File: config.mk
export PLATFORM = sky130hd
export DESIGN_NAME = adc_capture_fifo_flat
export DESIGN_NICKNAME = d
export VERILOG_FILES = /design/src/rtl/adc_capture_fifo_if.sv /design/src/rtl/adc_capture_fifo.sv /design/src/flat_wrapper.sv
export SDC_FILE = /design/constraint.sdc
export NUM_CORES = 1
export LEC_CHECK = 0
export ABC_AREA = 1
export BUFFER_PORTS_ARGS = -buffer_cell sky130_fd_sc_hd__buf_2
export CORE_MARGIN = 2
export CORE_UTILIZATION = 60
export DETAILED_ROUTE_END_ITERATION = 6
export GPL_TIMING_DRIVEN = 1
export HOLD_SLACK_MARGIN = 0.15
export PLACE_DENSITY = 0.78
export SETUP_SLACK_MARGIN = 0.4
export SLEW_MARGIN = 0
export SYNTH_ARGS = -nofsm -noshare
export SYNTH_HDL_FRONTEND = slang
export SYNTH_SLANG_ARGS = --single-unit
File: constraint.sdc
create_clock -name clk -period 3.6 [get_ports clk]
set_input_delay 0.9 -clock clk [delete_from_list [all_inputs] [get_ports clk]]
set_output_delay 0.9 -clock clk [all_outputs]
set_load 0.02 [all_outputs]
File: src/rtl/adc_capture_fifo_if.sv
// Signal bundle between the ADC capture/FIFO block and its surroundings:
// the sequencer request, the chip-side serial pins and the host read port.
interface adc_capture_fifo_if #(
  parameter int ADDR_W = 4
);
  logic              sample_req;
  logic              clear;
  logic              ADC_OUT;
  logic              CLK_S_D_OUT;
  logic              busy;
  logic              adc_out_rd;
  logic [31:0]       data_out_adc;
  logic              empty;
  logic              full;
  logic [ADDR_W:0]   count;
  logic              overflow;
  logic              missed;

  modport master (
    input  sample_req, clear, ADC_OUT, adc_out_rd,
    output CLK_S_D_OUT, busy, data_out_adc, empty, full, count, overflow, missed
  );

  modport slave (
    output sample_req, clear, ADC_OUT, adc_out_rd,
    input  CLK_S_D_OUT, busy, data_out_adc, empty, full, count, overflow, missed
  );
endinterface

File: src/rtl/adc_capture_fifo.sv
// Clocks one serial word out of the chip ADC per sample request and queues it
// in a first-word-fall-through FIFO for the host, flagging dropped and missed samples.
module adc_capture_fifo #(
  parameter int DATA_W     = 16,
  parameter int CLK_DIV    = 4,
  parameter int FIFO_DEPTH = 16,
  parameter int ADDR_W     = 4
) (
  input  logic                clk,
  input  logic                rst,
  adc_capture_fifo_if.master  bus
);

  localparam int DIV_W = (CLK_DIV > 1) ? $clog2(CLK_DIV) : 1;
  localparam int BIT_W = (DATA_W > 1) ? $clog2(DATA_W) : 1;
  localparam logic [DIV_W-1:0]  DIV_LAST  = DIV_W'(CLK_DIV - 1);
  localparam logic [BIT_W-1:0]  BIT_LAST  = BIT_W'(DATA_W - 1);
  localparam logic [ADDR_W:0]   DEPTH_CNT = (ADDR_W+1)'(FIFO_DEPTH);
  localparam logic [ADDR_W:0]   CNT_ONE   = (ADDR_W+1)'(1);

  typedef enum logic [1:0] {IDLE, LO, HI, PUSH} state_t;

  state_t            state, state_next;
  logic [DIV_W-1:0]  div_cnt, div_next;
  logic [BIT_W-1:0]  bit_cnt, bit_next;
  logic [DATA_W-1:0] shift_reg, shift_next;
  logic              push;

  logic [DATA_W-1:0] mem [FIFO_DEPTH];
  logic [ADDR_W-1:0] wr_ptr, rd_ptr, rd_ptr_inc;
  logic [ADDR_W:0]   count;
  logic [31:0]       head, head_next;
  logic              pop, push_ok, is_full, is_empty;
  logic              overflow, missed;
  logic              flush;

  assign flush = rst || bus.clear;

  always_comb begin
    state_next = state;
    div_next   = div_cnt;
    bit_next   = bit_cnt;
    shift_next = shift_reg;
    push       = 1'b0;
    case (state)
      IDLE: begin
        if (bus.sample_req) begin
          state_next = LO;
          div_next   = '0;
          bit_next   = '0;
          shift_next = '0;
        end
      end
      LO: begin
        if (div_cnt == DIV_LAST) begin
          state_next = HI;
          div_next   = '0;
        end else begin
          div_next = div_cnt + DIV_W'(1);
        end
      end
      HI: begin
        // the ADC bit is taken once, on the first cycle after the rising edge
        if (div_cnt == '0) begin
          shift_next = (shift_reg << 1) | DATA_W'(bus.ADC_OUT);
        end
        if (div_cnt == DIV_LAST) begin
          div_next = '0;
          if (bit_cnt == BIT_LAST) begin
            state_next = PUSH;
          end else begin
            bit_next   = bit_cnt + BIT_W'(1);
            state_next = LO;
          end
        end else begin
          div_next = div_cnt + DIV_W'(1);
        end
      end
      PUSH: begin
        push       = 1'b1;
        state_next = IDLE;
      end
      default: state_next = IDLE;
    endcase
  end

  always_ff @(posedge clk) begin
    if (flush) begin
      state     <= IDLE;
      div_cnt   <= '0;
      bit_cnt   <= '0;
      shift_reg <= '0;
    end else begin
      state     <= state_next;
      div_cnt   <= div_next;
      bit_cnt   <= bit_next;
      shift_reg <= shift_next;
    end
  end

  assign is_full    = (count == DEPTH_CNT);
  assign is_empty   = (count == '0);
  assign pop        = bus.adc_out_rd && !is_empty;
  assign push_ok    = push && (!is_full || pop);
  assign rd_ptr_inc = rd_ptr + ADDR_W'(1);

  // The head register always mirrors the oldest stored word; when the FIFO
  // drains it simply keeps the last word shown.
  always_comb begin
    head_next = head;
    if (pop && (count != CNT_ONE)) begin
      head_next = 32'(mem[rd_ptr_inc]);
    end else if (push_ok && (is_empty || pop)) begin
      head_next = 32'(shift_reg);
    end
  end

  always_ff @(posedge clk) begin
    if (push_ok && !flush) begin
      mem[wr_ptr] <= shift_reg;
    end
  end

  always_ff @(posedge clk) begin
    if (flush) begin
      wr_ptr   <= '0;
      rd_ptr   <= '0;
      count    <= '0;
      head     <= '0;
      overflow <= 1'b0;
      missed   <= 1'b0;
    end else begin
      head <= head_next;
      if (push_ok) begin
        wr_ptr <= wr_ptr + ADDR_W'(1);
      end
      if (pop) begin
        rd_ptr <= rd_ptr_inc;
      end
      if (push_ok && !pop) begin
        count <= count + CNT_ONE;
      end else if (pop && !push_ok) begin
        count <= count - CNT_ONE;
      end
      if (push && !push_ok) begin
        overflow <= 1'b1;
      end
      if (bus.sample_req && (state != IDLE)) begin
        missed <= 1'b1;
      end
    end
  end

  assign bus.CLK_S_D_OUT  = (state == HI);
  assign bus.busy         = (state != IDLE);
  assign bus.data_out_adc = head;
  assign bus.empty        = is_empty;
  assign bus.full         = is_full;
  assign bus.count        = count;
  assign bus.overflow     = overflow;
  assign bus.missed       = missed;

endmodule

File: src/flat_wrapper.sv
// flat-port wrapper written by rule: the top's interface ports become plain ports
module adc_capture_fifo_flat 
#(
  parameter int DATA_W     = 16,
  parameter int CLK_DIV    = 4,
  parameter int FIFO_DEPTH = 16,
  parameter int ADDR_W     = 4
)
  (clk, rst, bus_sample_req, bus_clear, bus_ADC_OUT, bus_adc_out_rd, bus_CLK_S_D_OUT, bus_busy, bus_data_out_adc, bus_empty, bus_full, bus_count, bus_overflow, bus_missed);
  adc_capture_fifo_if #(.ADDR_W(ADDR_W)) bus_i ();
  input  logic clk;
  input  logic rst;
  input wire logic [$bits(bus_i.sample_req)-1:0] bus_sample_req;
  input wire logic [$bits(bus_i.clear)-1:0] bus_clear;
  input wire logic [$bits(bus_i.ADC_OUT)-1:0] bus_ADC_OUT;
  input wire logic [$bits(bus_i.adc_out_rd)-1:0] bus_adc_out_rd;
  output wire logic [$bits(bus_i.CLK_S_D_OUT)-1:0] bus_CLK_S_D_OUT;
  output wire logic [$bits(bus_i.busy)-1:0] bus_busy;
  output wire logic [$bits(bus_i.data_out_adc)-1:0] bus_data_out_adc;
  output wire logic [$bits(bus_i.empty)-1:0] bus_empty;
  output wire logic [$bits(bus_i.full)-1:0] bus_full;
  output wire logic [$bits(bus_i.count)-1:0] bus_count;
  output wire logic [$bits(bus_i.overflow)-1:0] bus_overflow;
  output wire logic [$bits(bus_i.missed)-1:0] bus_missed;
  assign bus_i.sample_req = bus_sample_req;
  assign bus_i.clear = bus_clear;
  assign bus_i.ADC_OUT = bus_ADC_OUT;
  assign bus_i.adc_out_rd = bus_adc_out_rd;
  assign bus_CLK_S_D_OUT = bus_i.CLK_S_D_OUT;
  assign bus_busy = bus_i.busy;
  assign bus_data_out_adc = bus_i.data_out_adc;
  assign bus_empty = bus_i.empty;
  assign bus_full = bus_i.full;
  assign bus_count = bus_i.count;
  assign bus_overflow = bus_i.overflow;
  assign bus_missed = bus_i.missed;
  adc_capture_fifo #(.DATA_W(DATA_W), .CLK_DIV(CLK_DIV), .FIFO_DEPTH(FIFO_DEPTH), .ADDR_W(ADDR_W)) u_core (.clk(clk), .rst(rst), .bus(bus_i));
endmodule
==> metrics.txt <==
run status finished, final reports clean; register bit total from synthesis between 300 and 400; Worst Hold Class register to register; share of Yosys cell area claimed by the top area cell type 0.567; count of filler cells inserted in the layout 1647; Crit path required time 2.70 ns; hold buffers post-CTS 0; cell taking the most area after synthesis sky130_fd_sc_hd__edfxtp_1; Avg Cell Area, Syn roughly 9.9 um2; All-Layer GR Usage 0.271; post-synthesis share of cell area spent on and, or, nand and nor gates 0.208; Reg2Reg Launch Point u_core.rd_ptr[0]; Initial Utilization 0.605; area added between synthesis and finish 10.5%; number of placed instances with taps included ~1600; slowest cell on the critical path sky130_fd_sc_hd__ha_1; arrival time worst endpoint roughly 2.0 ns; Worst setup SP type register; yosys synthesis warning count 0; antenna violations before repair 0; share of the clock period used by the worst path after layout 0.804; metal3 WL 3.22 mm; final number of max-transition violations 0; post-detailed-routing wire length around 32 mm; number of nets still failing antenna checks after routing 0; multiplexer fraction of the synthesized cell area 0; clock buffer count from CTS 31; detailed-route vias per instance roughly 5.6; vias 9579; largest fanout of any net on the critical path 21; setup bufs post-CTS 0; synthesized netlist cell count approximately 1400; Worst R2R End u_core.bus.data_out_adc[9]; Largest register FFs 256; per-cell routed wire length between 15 and 20 um; placement row count 55; number of remaining DRC errors 0; Cell Chain, Critical Path inv_1 -> ha_1 -> buf_2; Maximum Capacitance Violations 0; number of non-filler instances in the completed layout approximately 1700; power per cell area 498 mW/mm2; wire length on met1 12.3 mm; number of diodes 0; compound-cell area share of the yosys netlist 0.0455; final hold violation count 0; EDFF count, synth 256; Sum Neg Setup Slack 0 ns; highest cell delay on the worst timing path between 0.7 and 0.8 ns; Buf+Inv Stages, Crit Path 2; stages on the worst setup path 3; number of buffers on the longest clock path 3; proportion of layout cells with a drive suffix above 1 0.101; Clock transition at path regs around 0.060 ns; clock tree root buffer cell sky130_fd_sc_hd__clkbuf_16; worst setup path category register to output pin; hold_ws 0.469 ns; shortest period the worst path allows 2.89 ns; routed wl met2 between 15 and 20 mm; Placeable Area 0.0224 mm2; Worst IR Drop VDD between 0.3 and 0.4 mV; worst hold stages 2; Sequential Area approximately 0.0088 mm2; Critical Path Sink Type output pin; count of unique library cells instantiated by Yosys 37; die area approximately 0.024 mm2; netlist area before placement around 0.014 mm2; crit path to bus_CLK_S_D_OUT; I/O pin count between 40 and 50; Max Used Layer met4; largest net degree at the start of global routing around 100; initial detailed-routing violation count about 1000; count leader, synth sky130_fd_sc_hd__nand2_1; maximum clock skew at final layout between 0.015 and 0.02 ns; Multi-input gate area ~0.0038 mm2; final core area utilization 0.669; Gates resized, CTS repair 0; global-route wire length before repair approximately 50 mm; main flop type after synthesis sky130_fd_sc_hd__edfxtp_1; Achievable Freq roughly 0.35 GHz; sequential area share after synthesis 0.648; number of port buffers 32; Post-DP HPWL approximately 19 mm; delay-heaviest family, CP adder cells; RePlAce Congestion 0.844; final setup vio count 0; clock tree from TritonCTS yes; setup repair after global routing missed its margin false; adder and majority gate portion of the synthesized area 0.0157; dominant cells by area after synthesis sky130_fd_sc_hd__edfxtp_1 57%, sky130_fd_sc_hd__nand2_1 12%, sky130_fd_sc_hd__dfxtp_1 8.1%; slew margin rel. 0.293; xor/xnor share of the synthesized area 0.00397; width of the die 154 um; main combinational cell family by area after synthesis simple AND/OR/NAND/NOR gates; Die H 154 um; total number of clock tree sinks roughly 310; slew at the pin with the worst max-slew slack ~1.1 ns; TritonRoute pass-1 iters 5; count of H-tree levels built during CTS 1; vias in the first global route 9538; slack of the worst reg-to-reg path 1.01 ns; remaining global-route overflow 0; Skew-Pair Late Insertion Delay 0.55 ns; Worst setup startpoint u_core.state[0]; cell depth of the worst flop-to-flop path 8; share of synthesized flip-flops with an asynchronous set or reset 0; cell types with the highest counts after synthesis 433 x sky130_fd_sc_hd__nand2_1, 256 x sky130_fd_sc_hd__edfxtp_1, 189 x sky130_fd_sc_hd__nand3_1; Final #Nets about 1400; total power after layout about 7500 uW; static leakage about 0.0061 uW
[routing by layer]
layer  GRT usage  vias up
li1            -     4519
met1       0.349     4509
met5           0        -
met3      0.0600       87
met2       0.452      464
met4       0.106        0
[worst min-delay path by stage]
stage / from / to / slack, ns
3_5_place_dp: u_core.bus.missed / u_core.bus.missed / 0.46
4_1_cts: u_core.bus.data_out_adc[9] / u_core.bus.data_out_adc[9] / 0.47
6_report: u_core.bus.missed / u_core.bus.missed / 0.47
2_1_floorplan: u_core.div_cnt[1] / u_core.div_cnt[1] / 0.46
3_3_place_gp: u_core.bus.missed / u_core.bus.missed / 0.45
5_1_grt: u_core.bus.missed / u_core.bus.missed / 0.50
[where the power goes]
group	leakage (uW)	switching (uW)	internal, uW
Clock	0.000479	1290	1800
Combinational	0.00283	278	114
Sequential	0.00279	69.5	3910
[worst min-delay path: cells and delay by family, from the launching register on]
kind             cells  cell delay [ns]
flip-flops           1             0.32
AND/OR/NAND/NOR      1             0.07
AO/OA/AOI/OAI        1             0.04
[cell families after synthesis]
| family | count (synthesis) |
|---|---|
| flops | 311 |
| compound gates | 104 |
| simple gates | 672 |
| other cells | 1 |
| fa+ha+maj | 17 |
| buf+inv | 255 |
| xor+xnor | 4 |
[metrics by stage]
stage | setup slack (ns) | instance area (um2)
final | 0.705 | 15000
after floorplan | 1.10 | 13600
after CTS | 0.695 | 15000
after global routing | 0.580 | 15000
after detailed placement | 0.785 | 14000
after global placement | 0.845 | 14000
[final cells by class]
cell class,count,share of cell area
flip-flops and latches,311,0.586
multi-input cells,813,0.253
clock buffers,48,0.0608
inverters,175,0.0439
repair buffers,63,0.0279
well taps,285,0.0238
clock inverters,9,0.00467
[cells in the final DEF (no fill, tap or decap), types with 2 or more instances in the layout]
cell type,instances
sky130_fd_sc_hd__nand2_1,433
sky130_fd_sc_hd__edfxtp_1,256
sky130_fd_sc_hd__nand3_1,189
sky130_fd_sc_hd__inv_1,168
sky130_fd_sc_hd__dfxtp_1,54
sky130_fd_sc_hd__a21oi_1,40
sky130_fd_sc_hd__clkbuf_16,33
sky130_fd_sc_hd__buf_2,32
sky130_fd_sc_hd__nor2_1,31
sky130_fd_sc_hd__o21ai_0,31
sky130_fd_sc_hd__buf_4,29
sky130_fd_sc_hd__a211oi_1,16
sky130_fd_sc_hd__ha_1,16
sky130_fd_sc_hd__conb_1,16
sky130_fd_sc_hd__clkbuf_1,12
sky130_fd_sc_hd__a21oi_2,10
sky130_fd_sc_hd__inv_2,6
sky130_fd_sc_hd__clkinv_2,6
sky130_fd_sc_hd__nor2_2,4
sky130_fd_sc_hd__nor3_1,3
sky130_fd_sc_hd__clkbuf_8,3
sky130_fd_sc_hd__nand3_2,2
sky130_fd_sc_hd__nand2_2,2
sky130_fd_sc_hd__o21ai_2,2
sky130_fd_sc_hd__or2_2,2
sky130_fd_sc_hd__nor3b_1,2
sky130_fd_sc_hd__clkinv_1,2
sky130_fd_sc_hd__buf_12,2
(Power assumes the default switching activity.)
